--- src/rtl/fifo_wr_arbiter.sv ---
// Round-robin burst arbiter feeding NREQ requester lanes into one FIFO write port.
// A grant is issued only when the FIFO has room for a full burst, so a burst never overflows it.
module fifo_wr_arbiter #(
   parameter int WIDTH     = 8,
   parameter int NREQ      = 4,
   parameter int DEPTH     = 16,
   parameter int MAX_BURST = 4
) (
   input  logic                    clk,
   input  logic                    rst,
   input  logic [NREQ-1:0]         req_valid,
   input  logic [NREQ*WIDTH-1:0]   req_data,
   output logic [NREQ-1:0]         req_ready,
   input  logic                    fifo_full,
   input  logic [4:0]              fifo_cnt,
   output logic                    fifo_wr,
   output logic [WIDTH-1:0]        fifo_din,
   output logic [2:0]              grant_id,
   output logic                    busy
);

   localparam int BW = $clog2(MAX_BURST + 1);

   typedef enum logic {ARB, BURST} state_t;

   state_t           state;
   logic [2:0]       owner;
   logic [2:0]       last_owner;
   logic [BW-1:0]    beat_cnt;
   logic [WIDTH-1:0] din_q;

   logic             own_valid;
   logic [WIDTH-1:0] own_data;
   logic             found;
   logic [2:0]       winner;
   logic             space_ok;
   logic             xfer;
   logic             last_beat;

   // NOTE: every always_comb output gets a default first, so no path leaves it unassigned (no latch).
   always_comb begin
      own_valid = 1'b0;
      own_data  = '0;
      for (int i = 0; i < NREQ; i++) begin
         if (owner == 3'(i)) begin
            own_valid = req_valid[i];
            own_data  = req_data[i*WIDTH +: WIDTH];
         end
      end
   end

   // Search starts just after the previous owner and wraps, giving round-robin fairness.
   always_comb begin
      found  = 1'b0;
      winner = '0;
      for (int k = 1; k <= NREQ; k++) begin
         for (int j = 0; j < NREQ; j++) begin
            if (!found && req_valid[j] && j == (int'(last_owner) + k) % NREQ) begin
               found  = 1'b1;
               winner = 3'(j);
            end
         end
      end
   end

   assign space_ok  = {1'b0, fifo_cnt} <= 6'(DEPTH - MAX_BURST);
   assign xfer      = (state == BURST) && own_valid && !fifo_full;
   assign last_beat = beat_cnt == BW'(MAX_BURST - 1);

   always_comb begin
      req_ready = '0;
      for (int i = 0; i < NREQ; i++)
         req_ready[i] = (state == BURST) && (owner == 3'(i)) && !fifo_full;
   end

   // Write data passes straight through on a transfer and otherwise holds the last written word.
   assign fifo_wr  = xfer;
   assign fifo_din = xfer ? own_data : din_q;
   assign busy     = (state == BURST);
   assign grant_id = owner;

   // NOTE: sequential state uses non-blocking assignments so every register samples pre-edge values.
   always_ff @(posedge clk or posedge rst) begin
      if (rst) begin
         state      <= ARB;
         owner      <= '0;
         last_owner <= 3'(NREQ - 1);
         beat_cnt   <= '0;
         din_q      <= '0;
      end else begin
         case (state)
            ARB: begin
               if (found && space_ok) begin
                  owner    <= winner;
                  beat_cnt <= '0;
                  state    <= BURST;
               end
            end
            BURST: begin
               if (!own_valid) begin
                  last_owner <= owner;
                  state      <= ARB;
               end else if (xfer) begin
                  din_q    <= own_data;
                  beat_cnt <= beat_cnt + BW'(1);
                  if (last_beat) begin
                     last_owner <= owner;
                     state      <= ARB;
                  end
               end
            end
            default: state <= ARB;
         endcase
      end
   end

endmodule

--- config.mk ---
export PLATFORM = sky130hd
export DESIGN_NAME = fifo_wr_arbiter
export DESIGN_NICKNAME = d
export VERILOG_FILES = /design/src/rtl/fifo_wr_arbiter.sv
export SDC_FILE = /design/constraint.sdc
export NUM_CORES = 1
export LEC_CHECK = 0
export ABC_AREA = 1
export CAP_MARGIN = 20
export CELL_PAD_IN_SITES_DETAIL_PLACEMENT = 0
export CELL_PAD_IN_SITES_GLOBAL_PLACEMENT = 1
export CORE_UTILIZATION = 24
export DETAILED_ROUTE_END_ITERATION = 10
export PLACE_DENSITY = 0.83
export SLEW_MARGIN = 20
export SYNTH_ARGS = -nofsm -noshare
export SYNTH_HDL_FRONTEND = slang
export SYNTH_SLANG_ARGS = --single-unit
--- constraint.sdc ---
create_clock -name clk -period 2.2 [get_ports clk]
set_clock_uncertainty 0.2 [all_clocks]
set_input_delay 0.55 -clock clk [delete_from_list [all_inputs] [get_ports clk]]
set_output_delay 0.55 -clock clk [all_outputs]
set_load 0.01 [all_outputs]
==> results.toml <==
[synthesis]
synthFlopType = "dfrtp_1"
synth_fp_nets = 242
synth_cells = 196
synth_top_cell_by_area = "dfrtp_1"
synth_area_leaders = "dfrtp_1, nand2_1, nand3_1"
async_flop_share_pct = 100.0
yosysTopAreaCellShare_pct = 27.59
synth-edff-count = 0
ys.warnings.count = 0
syn_area_sq_um = 1270
syn-mean-instance-area_sq_um = 6.479
yosysSeqAreaShare_pct = 31.72
synth_cell_type_count = 27
yosys_register_bits = 16

[cells_and_area]
nets = 358
utilization_pct = 53.06
seq_area_sq_um = 405.4
multiInputGateArea_sq_um = 1026
syn_to_final_growth_pct = 113.4
drive_above_1_share_pct = 45.34
final_common_cell = "buf_4"
antennaDiodeCount = 0
final_cell_mix = "buf_4, nand2_1, clkdlybuf4s50_1, nor2_1, buf_6"
fillers = 479
fin_cells = 381

[timing]
period_minus_slack_ps = 2603
hold_viol_final = 0
maxSlewHeadroom_pct = 60.10
worst_slack_ps = -403.4
post-route-period-util_pct = 118.3
max_freq_mhz = 384.1
maxSlewViolCount = 0
worst_pin_slew_ps = 597.9
fin_setup_tns_ps = -3297
report.final.setup_viol = 9
rsz0062_at_grt = "true"

[grt]
grt_pass1_wl_mm = 7.120
grt_overflow = 0
grt_usage_pct = 16.61
grt_pass1_vias = 1581
antenna_found_initial = 0
grt_max_degree = 17

[critical_path]
cp.required_ps = 1450
timing.critical_path.to_type = "output pin"
worstSetupStartpointType = "flop"
crit_chain = "inv_4 > nand2_4 > o22ai_4 > a221oi_4 > nor2_4 > inv_6 > buf_8 > buf_4 > o21ai_4 > buf_6"
critical-path-max-stage-delay_ps = 460
cp.arrival_ps = 1850
path_max_fanout = 6
critPathTopFamily = "buffers and inverters"
path_buf_inv = 5
critPathSlowestCell = "dfrtp_2"
crit_type = "reg2out"

[clock_network]
numCtsBuffers = 3
clock_sinks = 16
cts_buffer_depth = 2
cts.clk_slew.worst_paths_ps = 70
htree_levels = 1
insertion_delay_ps = 250
clock-root-buffer = "clkbuf_8"
postCtsHoldBufs = 0
cts_tree = "built"

[placed_design]
dp_hpwl_mm = 3.398
io_buffers = 59
routabilityCongestion = 0.8035
dp.cells = 358
post-place-ws_ps = -1114

[floorplanning]
dieHeight_um = 74.74
ioPinCount = 61
die_x_um = 74.74
initial_utilization_pct = 24.87
dieArea_sq_um = 5586
rows = 26
core-area_sq_um = 5107

[detailed_routing]
wire_per_inst_um = 12.05
wl_mm = 4.591
dr.pass1.iters = 4
drc = 0
drtIter0Drc = 60
vias_per_cell = 4.462
vias = 1700
postRouteAntennaNets = 0

[power_and_ir_drop]
power.leakage_uw = 0.001264
design_power_total_uw = 3112
ir_drop_mv = 0.5181
p_per_area_nw_per_um2 = 1148

[hold_path]
min_path_type = "reg2reg"

[status]
outcome = "finished, violations left"
violations = "negative setup slack"

[job]
maxCapViolCount = 0
## worst min-delay path: cells and delay by family, from the launching register on
kind / cells / cell delay, ps
and+or+nand+nor: 2 / 120
DFF: 1 / 360
## per-stage QoR
stage,cell area (sq um),hold WS [ps]
detailed placement,2344,285.5
global placement,2344,280.1
finish,2710,308.6
global route,2710,327.0
floorplan,1440,262.2
CTS,2579,301.3
## per-layer routing
layer,vias to the layer above,wire (um),global-route usage [%]
met5,-,0,0
met1,769,1969,21.17
met4,0,44,2.516
met2,48,2400,30.53
li1,877,-,-
met3,6,177,2.008
## synth_stat cells, types with 2 or more instances
| library cell | number |
|---|---|
| a21oi_1 | 2 |
| buf_2 | 4 |
| dfrtp_1 | 14 |
| dfstp_2 | 2 |
| ha_1 | 2 |
| inv_1 | 18 |
| inv_2 | 2 |
| nand2_1 | 60 |
| nand2_2 | 3 |
| nand3_1 | 20 |
| nand4_1 | 7 |
| nand4_2 | 2 |
| nor2_1 | 19 |
| nor2_2 | 3 |
| nor2_4 | 2 |
| nor3_1 | 5 |
| o21ai_0 | 20 |
| or2_2 | 2 |
## timing repair
item	CTS	global route
setup buffers	13	5
endpoints found under the setup margin	20	19
pin swaps	10	16
resized for setup	103	31
cloned	1	0
## report_power, final
group / internal, uW / switching, uW
Clock: 128 / 100
Combinational: 1180 / 1140
Sequential: 430 / 131
## state kept, by name (all words and copies together) (netlist names)
name        flops
busy            1
last_owner      2
grant_id        2
beat_cnt        3
din_q           8
## cells by family after synthesis
kind of cell	after synthesis	synth area share, %
AOI/OAI and AO/OA	27	12.41
adders and majority gates	2	1.970
other	1	0.2953
DFF	16	31.72
buffers and inverters	26	8.473
and+or+nand+nor	124	45.12
## path summary, 6_finish.rpt
check	from	to	slack [ps]	depth (start not counted)
worst max-delay path	grant_id[1]	fifo_din[1]	-400	10
worst min-delay path	beat_cnt[2]	beat_cnt[2]	310	2
worst max register to register	last_owner[0]	busy	100	11
worst min register to register	beat_cnt[2]	beat_cnt[2]	310	2
max in group asynchronous	rst	grant_id[1]	880	2
min in group asynchronous	rst	din_q[0]	490	2
## cell type report
cell class / count / area share (%)
multi-input combinational: 154 / 37.86
tap: 70 / 3.232
sequential: 16 / 14.96
timing repair buffer: 117 / 39.15
clock buffer: 4 / 1.662
inverter: 20 / 3.139
Note: power is estimated with default switching activity, not from simulation.
==> RTL change (same flow settings) <==
The parameter `NREQ` goes from 4 to 3.
--- a/src/rtl/fifo_wr_arbiter.sv
+++ b/src/rtl/fifo_wr_arbiter.sv
@@ -2,7 +2,7 @@
 // A grant is issued only when the FIFO has room for a full burst, so a burst never overflows it.
 module fifo_wr_arbiter #(
    parameter int WIDTH     = 8,
-   parameter int NREQ      = 4,
+   parameter int NREQ      = 3,
    parameter int DEPTH     = 16,
    parameter int MAX_BURST = 4
 ) (
Interface: changed (resized req_data, req_ready and req_valid); port bits go from 61 to 51. The function was not compared with the original's and may differ.
==> RTL change against the original RTL <==
The run still ends with negative setup slack left; via count is 21% lower; maximum frequency rose by 5.3%; sequential share of layout area is 3.6 points higher; synthesized area shrank 4.9%; sequential power fell by 0.9%; setup slack improved by 0.13 ns; register-to-register slack got worse by 0.04 ns; final area is 20% lower; count of clock-buffer cells in the layout is the same; wire length fell by 20%; sequential cell count stayed put; total power is 24% lower; highest routed layer unchanged.
==> RTL change: results (changes against the original RTL) <==
final worst slack -> -0.271 ns (+0.132 ns)
FILL cells -> 485 (+1.3%)
fin crit share -> 1.12 (-0.0601)
syn nets -> 194 (-20%)
crit path DAT -> 1.72 ns (-0.13 ns)
status -> finished with violations
routability cong. -> 0.788 (-2.0%)
CP max stage delay -> 0.50 ns (+0.04 ns)
Hold Crit Depth -> 1 (-1)
share of cells above drive strength 1 -> 0.321 (-0.132)
post-synthesis sequential area ratio -> 0.333 (+0.0154)
pre-CTS WS -> -0.866 ns (+0.249 ns)
Setup violations, final -> 13 (+4)
R2R setup slack -> 0.06 ns (-0.04 ns)
vias in the first global route -> 1252 (-21%)
highest net fanout along the worst path -> 7 (+1)
CP delay by family, top -> flip-flops
number of diodes -> 0 (unchanged)
post-detail-place hpwl -> 2430 um (-28%)
Global Route Usage Sum -> 0.144 (-0.0218)
Max rail drop VDD -> 0.476 mV (-8.2%)
reg2reg path depth -> 14 (+3)
Post-synth top cells -> nand2_1 (54), o21a_1 (16), dfrtp_1 (15), inv_1 (12)
violated checks -> negative setup slack
Final #Nets -> 289 (-19%)
via count -> 1339 (-21%)
synth unique cells -> 25 (-7.4%)
Starting DRT DRC Count -> 63 (+5.0%)
[RTL change: cell types whose count changed in the layout (fill, tap and decap cells not counted), moves of 5 or more]
cell / delta
nand2_1: +8
nand3_2: -6
nand3_1: -6
nand2_2: -7
clkdlybuf4s50_1: -8
o21a_1: +16
o21ai_4: -5
inv_2: -7
nor2_1: -8
buf_6: -5
buf_4: -16
nand2_4: -9
o21ai_0: -6
[RTL change: metrics by stage]
step	std cells	area (sq um)	hold WS [ns]	TNS (ns)
global route	316	2170	0.331	-3.47
detailed placement	285	1870	0.280	-10.26
finish	316	2170	0.292	-2.46
floorplan	155	1210	0.263	0
global placement	285	1870	0.273	-9.95
CTS	310	2130	0.295	-2.43
[RTL change: worst register-to-register path, stage by stage (launching register included)]
cell	delay, ns
dfrtp_2	0.50
inv_4	0.08
nor2_8	0.09
nand2_2	0.06
nand3_4	0.11
nand2_8	0.06
buf_6	0.13
clkinv_8	0.05
nand4_1	0.10
buf_4	0.16
buf_6	0.10
buf_6	0.10
buf_6	0.10
buf_6	0.10
o21a_1	0.09
[RTL change: path summary, 6_finish.rpt]
path,start,end
min reg2reg,din_q[6],din_q[6]
max,grant_id[1],fifo_din[2]
min,din_q[6],din_q[6]
min in group asynchronous,rst,din_q[2]
max in group asynchronous,rst,last_owner[1]
max reg2reg,grant_id[1],din_q[4]
[RTL change: layout make-up]
| type | count | share of cell area |
|---|---|---|
| timing repair inverter | 2 | 0.0115 |
| clock buffer | 4 | 0.0207 |
| inverter | 15 | 0.0340 |
| sequential | 16 | 0.186 |
| tap | 67 | 0.0386 |
| timing repair buffer | 93 | 0.377 |
| multi-input combinational | 119 | 0.332 |
[RTL change: report_power, final]
| part | switching [mW] | total [mW] | leakage, nW | internal (mW) |
|---|---|---|---|---|
| clock network | 0.107 | 0.235 | 0.0228 | 0.128 |
| logic | 0.764 | 1.56 | 0.794 | 0.798 |
| registers | 0.126 | 0.556 | 0.190 | 0.430 |
[RTL change: timing repair]
item / CTS / global route
buffers inserted: 20 / 13
gates cloned: 2 / 0
endpoints found under the setup margin: 14 / 16
pin swaps: 6 / 3
gates resized for setup: 76 / 3
[RTL change: per-layer routing]
layer / vias up / GRT usage / part of all wire
met5: - / 0 / 0
li1: 695 / - / -
met1: 616 / 0.193 / 0.46
met2: 26 / 0.239 / 0.50
met4: 0 / 0.0327 / 0.0030
met3: 2 / 0.0304 / 0.035
[RTL change: cell families (layout without fill, tap and decap cells)]
logic type / Yosys count / after routing / share of synthesized area
and+or+nand+nor: 91 / 91 / 0.390
adders and majority gates: 4 / 4 / 0.0415
buffers and inverters: 20 / 114 / 0.103
AOI/OAI and AO/OA: 23 / 23 / 0.131
other: 1 / 1 / 0.00311
DFF: 16 / 16 / 0.333
